### src/rtl/addsub_seq_if.sv
// Handshake and operand/result bundle for the digit-serial adder/subtractor.
// The master side supplies operands and consumes results. The slave side is the arithmetic unit.
interface addsub_seq_if #(
  parameter int NBIT = 32
);
  logic            in_valid;
  logic            in_ready;
  logic [NBIT-1:0] a;
  logic [NBIT-1:0] b;
  logic            sub;
  logic            out_valid;
  logic            out_ready;
  logic [NBIT-1:0] s;
  logic            cout;
  logic            ovf;
  logic            zero;
  logic            neg;

  modport master (
    output in_valid, a, b, sub, out_ready,
    input  in_ready, out_valid, s, cout, ovf, zero, neg
  );

  modport slave (
    input  in_valid, a, b, sub, out_ready,
    output in_ready, out_valid, s, cout, ovf, zero, neg
  );
endinterface

### src/rtl/addsub_seq.sv
// Digit-serial two's-complement adder/subtractor.
// Each operation processes DIGIT bits per cycle, LSB digit first, and takes NBIT/DIGIT cycles.
// The flag logic (cout, ovf, zero, neg) is built only when ADDSUB_SEQ_FLAGS_EN is defined.
// Without that macro, the flag outputs are tied to 0 and the ports are kept.
module addsub_seq #(
  parameter int NBIT  = 32,
  parameter int DIGIT = 8
) (
  input logic         clk,
  input logic         reset,
  addsub_seq_if.slave bus
);

  localparam int N  = NBIT / DIGIT;
  localparam int CW = (N > 1) ? $clog2(N) : 1;

  // Reject widths the serial datapath cannot handle.
  generate
    if (NBIT < 2 || DIGIT < 1 || (NBIT % DIGIT) != 0) begin : g_bad_params
      $error("addsub_seq: NBIT must be >= 2 and DIGIT must divide NBIT");
    end
  endgenerate

  typedef enum logic [1:0] {IDLE, BUSY, DONE} state_t;

  state_t          state_reg, state_next;
  logic [NBIT-1:0] a_reg, b_reg, s_reg;
  logic            carry_reg;
  logic [CW-1:0]   cnt_reg;

  logic            accept;
  logic            last_digit;
  logic [DIGIT:0]  digit_sum;
  logic            carry_out;
  logic [NBIT-1:0] s_next;

  // Add one digit: low digit of a, low digit of effective b, and the running carry.
  assign digit_sum  = {1'b0, a_reg[DIGIT-1:0]} + {1'b0, b_reg[DIGIT-1:0]}
                    + {{DIGIT{1'b0}}, carry_reg};
  assign carry_out  = digit_sum[DIGIT];
  // The sum digit enters at the top of the result, and earlier digits move down.
  assign s_next     = NBIT'({digit_sum[DIGIT-1:0], s_reg} >> DIGIT);
  assign last_digit = (cnt_reg == CW'(N - 1));
  assign accept     = (state_reg == IDLE) && bus.in_valid && !reset;

  // Register the FSM state. Reset returns to IDLE and abandons any operation in flight.
  always_ff @(posedge clk) begin
    if (reset) begin
      state_reg <= IDLE;
    end else begin
      state_reg <= state_next;
    end
  end

  // Compute the next state and the handshake outputs. in_ready is held low during reset.
  always_comb begin
    state_next    = state_reg;
    bus.in_ready  = 1'b0;
    bus.out_valid = 1'b0;
    case (state_reg)
      IDLE: begin
        bus.in_ready = !reset;
        if (bus.in_valid) state_next = BUSY;
      end
      BUSY: begin
        if (last_digit) state_next = DONE;
      end
      DONE: begin
        bus.out_valid = 1'b1;
        if (bus.out_ready) state_next = IDLE;
      end
      default: state_next = IDLE;
    endcase
  end

  // Serial datapath: capture operands on accept, then shift one digit per BUSY cycle.
  // For subtraction, b is inverted and the carry is seeded with 1, so the unit computes a + ~b + 1.
  always_ff @(posedge clk) begin
    if (reset) begin
      a_reg     <= '0;
      b_reg     <= '0;
      s_reg     <= '0;
      carry_reg <= 1'b0;
      cnt_reg   <= '0;
    end else begin
      case (state_reg)
        IDLE: begin
          if (accept) begin
            a_reg     <= bus.a;
            b_reg     <= bus.sub ? ~bus.b : bus.b;
            carry_reg <= bus.sub;
            cnt_reg   <= '0;
          end
        end
        BUSY: begin
          a_reg     <= a_reg >> DIGIT;
          b_reg     <= b_reg >> DIGIT;
          s_reg     <= s_next;
          carry_reg <= carry_out;
          cnt_reg   <= cnt_reg + 1'b1;
        end
        default: ;
      endcase
    end
  end

  assign bus.s = s_reg;

`ifdef ADDSUB_SEQ_FLAGS_EN
  logic cout_reg, ovf_reg, zero_reg, neg_reg;
  logic carry_msb_in;

  // Recover the carry into the MSB from the MSB's operand bits and its sum bit.
  assign carry_msb_in = a_reg[DIGIT-1] ^ b_reg[DIGIT-1] ^ digit_sum[DIGIT-1];

  // Latch the status flags while the final digit is being summed.
  always_ff @(posedge clk) begin
    if (reset) begin
      cout_reg <= 1'b0;
      ovf_reg  <= 1'b0;
      zero_reg <= 1'b0;
      neg_reg  <= 1'b0;
    end else if (state_reg == BUSY && last_digit) begin
      cout_reg <= carry_out;
      ovf_reg  <= carry_msb_in ^ carry_out;
      zero_reg <= (s_next == '0);
      neg_reg  <= s_next[NBIT-1];
    end
  end

  assign bus.cout = cout_reg;
  assign bus.ovf  = ovf_reg;
  assign bus.zero = zero_reg;
  assign bus.neg  = neg_reg;
`else
  assign bus.cout = 1'b0;
  assign bus.ovf  = 1'b0;
  assign bus.zero = 1'b0;
  assign bus.neg  = 1'b0;
`endif

endmodule

### src/flat_wrapper.sv
// flat-port wrapper written by rule: the top's interface ports become plain ports
module addsub_seq_flat 
#(
  parameter int NBIT  = 32,
  parameter int DIGIT = 8
)
  (clk, reset, bus_in_valid, bus_a, bus_b, bus_sub, bus_out_ready, bus_in_ready, bus_out_valid, bus_s, bus_cout, bus_ovf, bus_zero, bus_neg);
  addsub_seq_if #(.NBIT(NBIT)) bus_i ();
  input logic clk;
  input logic reset;
  input wire logic [$bits(bus_i.in_valid)-1:0] bus_in_valid;
  input wire logic [$bits(bus_i.a)-1:0] bus_a;
  input wire logic [$bits(bus_i.b)-1:0] bus_b;
  input wire logic [$bits(bus_i.sub)-1:0] bus_sub;
  input wire logic [$bits(bus_i.out_ready)-1:0] bus_out_ready;
  output wire logic [$bits(bus_i.in_ready)-1:0] bus_in_ready;
  output wire logic [$bits(bus_i.out_valid)-1:0] bus_out_valid;
  output wire logic [$bits(bus_i.s)-1:0] bus_s;
  output wire logic [$bits(bus_i.cout)-1:0] bus_cout;
  output wire logic [$bits(bus_i.ovf)-1:0] bus_ovf;
  output wire logic [$bits(bus_i.zero)-1:0] bus_zero;
  output wire logic [$bits(bus_i.neg)-1:0] bus_neg;
  assign bus_i.in_valid = bus_in_valid;
  assign bus_i.a = bus_a;
  assign bus_i.b = bus_b;
  assign bus_i.sub = bus_sub;
  assign bus_i.out_ready = bus_out_ready;
  assign bus_in_ready = bus_i.in_ready;
  assign bus_out_valid = bus_i.out_valid;
  assign bus_s = bus_i.s;
  assign bus_cout = bus_i.cout;
  assign bus_ovf = bus_i.ovf;
  assign bus_zero = bus_i.zero;
  assign bus_neg = bus_i.neg;
  addsub_seq #(.NBIT(NBIT), .DIGIT(DIGIT)) u_core (.clk(clk), .reset(reset), .bus(bus_i));
endmodule
### config.mk
export PLATFORM = sky130hd
export DESIGN_NAME = addsub_seq_flat
export DESIGN_NICKNAME = d
export VERILOG_FILES = /design/src/rtl/addsub_seq_if.sv /design/src/rtl/addsub_seq.sv /design/src/flat_wrapper.sv
export SDC_FILE = /design/constraint.sdc
export NUM_CORES = 1
export LEC_CHECK = 0
export ABC_AREA = 1
export CORE_MARGIN = 4
export CORE_UTILIZATION = 40
export DETAILED_ROUTE_END_ITERATION = 16
export PLACE_DENSITY = 0.66
export SYNTH_ARGS = -nofsm -noshare
export SYNTH_HDL_FRONTEND = slang
export SYNTH_SLANG_ARGS = --single-unit
### constraint.sdc
create_clock -name clk -period 3.8 [get_ports clk]
set_input_delay 0.57 -clock clk [delete_from_list [all_inputs] [get_ports clk]]
set_output_delay 0.57 -clock clk [all_outputs]
set_load 0.05 [all_outputs]
==> impl_metrics.json <==
{
  "tightest_slew_ns": 0.861,
  "grt.overflow.total": 0,
  "total_leakage_power_nw": 2.45,
  "path_max_fanout": 16,
  "post_cts_resized": 0,
  "h-tree-depth": 3,
  "core_area_um2": 11400,
  "syn2layout_area_growth_pct": 27.9,
  "setup_slack_ns": 1.02,
  "maxCapViolCount": 0,
  "hpwl_um": 8260,
  "ys_seq_area_frac": 0.435,
  "placed_cell_area_um2": 5620,
  "port_buffers": 102,
  "grt_pass1_wl_um": 18700,
  "p_total_mw": 2.76,
  "drt_wl_total_um": 11600,
  "final-hold-violation-count": 0,
  "clock-sinks": 101,
  "die_y_um": 116,
  "ant_nets": 0,
  "filler_cell_count": 1112,
  "synth.avg_cell_area_um2": 7.54,
  "cts_buffer_depth": 2,
  "async_flop_share": 0,
  "worstHoldPathType": "flip-flop to flip-flop",
  "slew_headroom": 0.426,
  "yosysMostFrequentCell": "nand2_1",
  "fin_util": 0.521,
  "synth_area_leaders": "dfxtp_1 43%, nand2_1 12%, o21ai_0 6.9%, nor2_1 4.8%, xor2_1 4.7%",
  "drcViolationCount": 0,
  "clkSlewWorstSetupHoldPaths_ns": 0.06,
  "wire_per_inst_um": 13.8,
  "startpoint_type": "primary input",
  "pre_cts_ws_ns": 0.874,
  "numCtsBuffers": 9,
  "period_share": 0.731,
  "setup_tns_ns": 0,
  "globalplace.congestion": 0.870,
  "synth.top_cell.area_share": 0.435,
  "cts_hold_buf": 0,
  "synth.distinct_cells": 28,
  "synth_commonest_cells": "150 x nand2_1, 101 x dfxtp_1, 64 x o21ai_0, 60 x nor2_1, 47 x inv_1",
  "final-max-slew-violation-count": 0,
  "postCtsSetupRepairBufs": 0,
  "vias": 4068,
  "dieArea_um2": 13400,
  "multi_input_area_um2": 2170,
  "cpMostUsedCell": "clkdlybuf4s50_1",
  "min_period_ns": 2.78,
  "worst_ep_required_time_ns": 3.23,
  "fin_nets": 774,
  "p_per_area_nw_per_um2": 464,
  "hold_ws_ns": 0.456,
  "fin_cells": 843,
  "cp_slowest_stage_delay_ns": 0.84,
  "io_pins": 107,
  "die_width_um": 116,
  "cts-root-buf": "clkbuf_16",
  "firstDrtPassIters": 5,
  "grtUsageMet3": 0.0334,
  "crit_path_end_kind": "output port",
  "crit_slowest_cell": "clkdlybuf4s50_1",
  "worstSkewPairLatency_ns": 0.34,
  "status": "finished clean",
  "synth_edf_count": 0,
  "cp_num_buf_inv": 3,
  "cp.arrival_ns": 2.21,
  "top_usage_layer": "met2",
  "grt_pass1_vias": 3871,
  "yosysWarnings": 0,
  "synth-seq-cells": 101,
  "start_util": 0.407,
  "finalInstanceArea_um2": 5940,
  "max_freq_ghz": 0.360,
  "drt_iter0_markers": 246,
  "critPathKind": "primary input to output port",
  "peakVddDrop_mv": 0.222,
  "diodes": 0,
  "crit_family": "buffers and inverters",
  "ys.flop_type": "dfxtp_1",
  "grt_max_degree": 49,
  "placement_rows": 39,
  "final_layout_size_suffix_gt1_frac": 0.0486,
  "path_cells": "clkdlybuf4s50_1, buf_4, nor2_4, clkdlybuf4s50_1",
  "antenna_found_initial": 0,
  "vias_per_cell": 4.83,
  "grt_util_met2": 0.279,
  "rsz0062_at_grt": "false",
  "yosys.area.top_type": "dfxtp_1",
  "setup_violations": 0,
  "track_usage": 0.174,
  "skew_ns": 0.00734,
  "grtUsageMet1": 0.236,
  "synth_area_um2": 4650,
  "post-place-cells": 827,
  "area.sequential_um2": 2020,
  "synthCells": 617,
  "tritoncts": "yes"
}
==> logic make-up (layout without fill, tap and decap cells) <==
logic type	after synthesis	after routing	synth area share
xor+xnor	33	33	0.0622
buf+inv	95	175	0.100
flops	101	101	0.435
fa+ha+maj	10	10	0.0301
simple gates	244	244	0.214
compound gates	133	133	0.158
other cells	1	4	0.000807
==> layer usage <==
layer	wire length (um)	vias to the layer above
met5	0	-
met4	189	0
met3	658	16
met2	5290	106
met1	5490	1821
li1	-	2125
==> where the power goes <==
| group | internal (mW) | total, mW | switching, mW | leakage, nW |
|---|---|---|---|---|
| logic | 0.216 | 0.565 | 0.349 | 1.46 |
| clock network | 0.598 | 0.996 | 0.398 | 0.160 |
| registers | 1.15 | 1.20 | 0.0492 | 0.826 |
| total | 1.96 | 2.76 | 0.796 | 2.45 |
==> tightest hold or removal path, delay by kind of cell, from the launching register on <==
kind | cells | cell delay [ns]
DFF | 1 | 0.30
buffers and inverters | 1 | 0.05
AOI/OAI and AO/OA | 1 | 0.06
==> final timing paths <==
check / start / end / slack (ns) / cells after the start
setup / recovery: reset / bus_in_ready / 1.02 / 4
hold / removal: u_core.a_reg[28] / u_core.a_reg[28] / 0.46 / 2
setup reg to reg: u_core.state_reg[1] / u_core.b_reg[2] / 1.53 / 6
hold reg to reg: u_core.a_reg[28] / u_core.a_reg[28] / 0.46 / 2
==> layout by cell type (no fill, tap or decap), drive strengths merged, types with 11 or more instances in the layout <==
master and n:
nand2 154, clkdlybuf4s50 101, dfxtp 101, o21ai 65, nor2 62, inv 54
a21oi 32, xor2 25, nand3 22, o22ai 19, a22oi 16, clkbuf 11
==> cell type report <==
type,instances,share of cell area
flip-flops and latches,101,0.340
inverters,53,0.0335
clock buffers,11,0.0408
well taps,143,0.0301
clock inverters,5,0.0139
repair buffers,106,0.176
multi-input cells,424,0.366
Note: power is estimated with default switching activity, not from simulation.
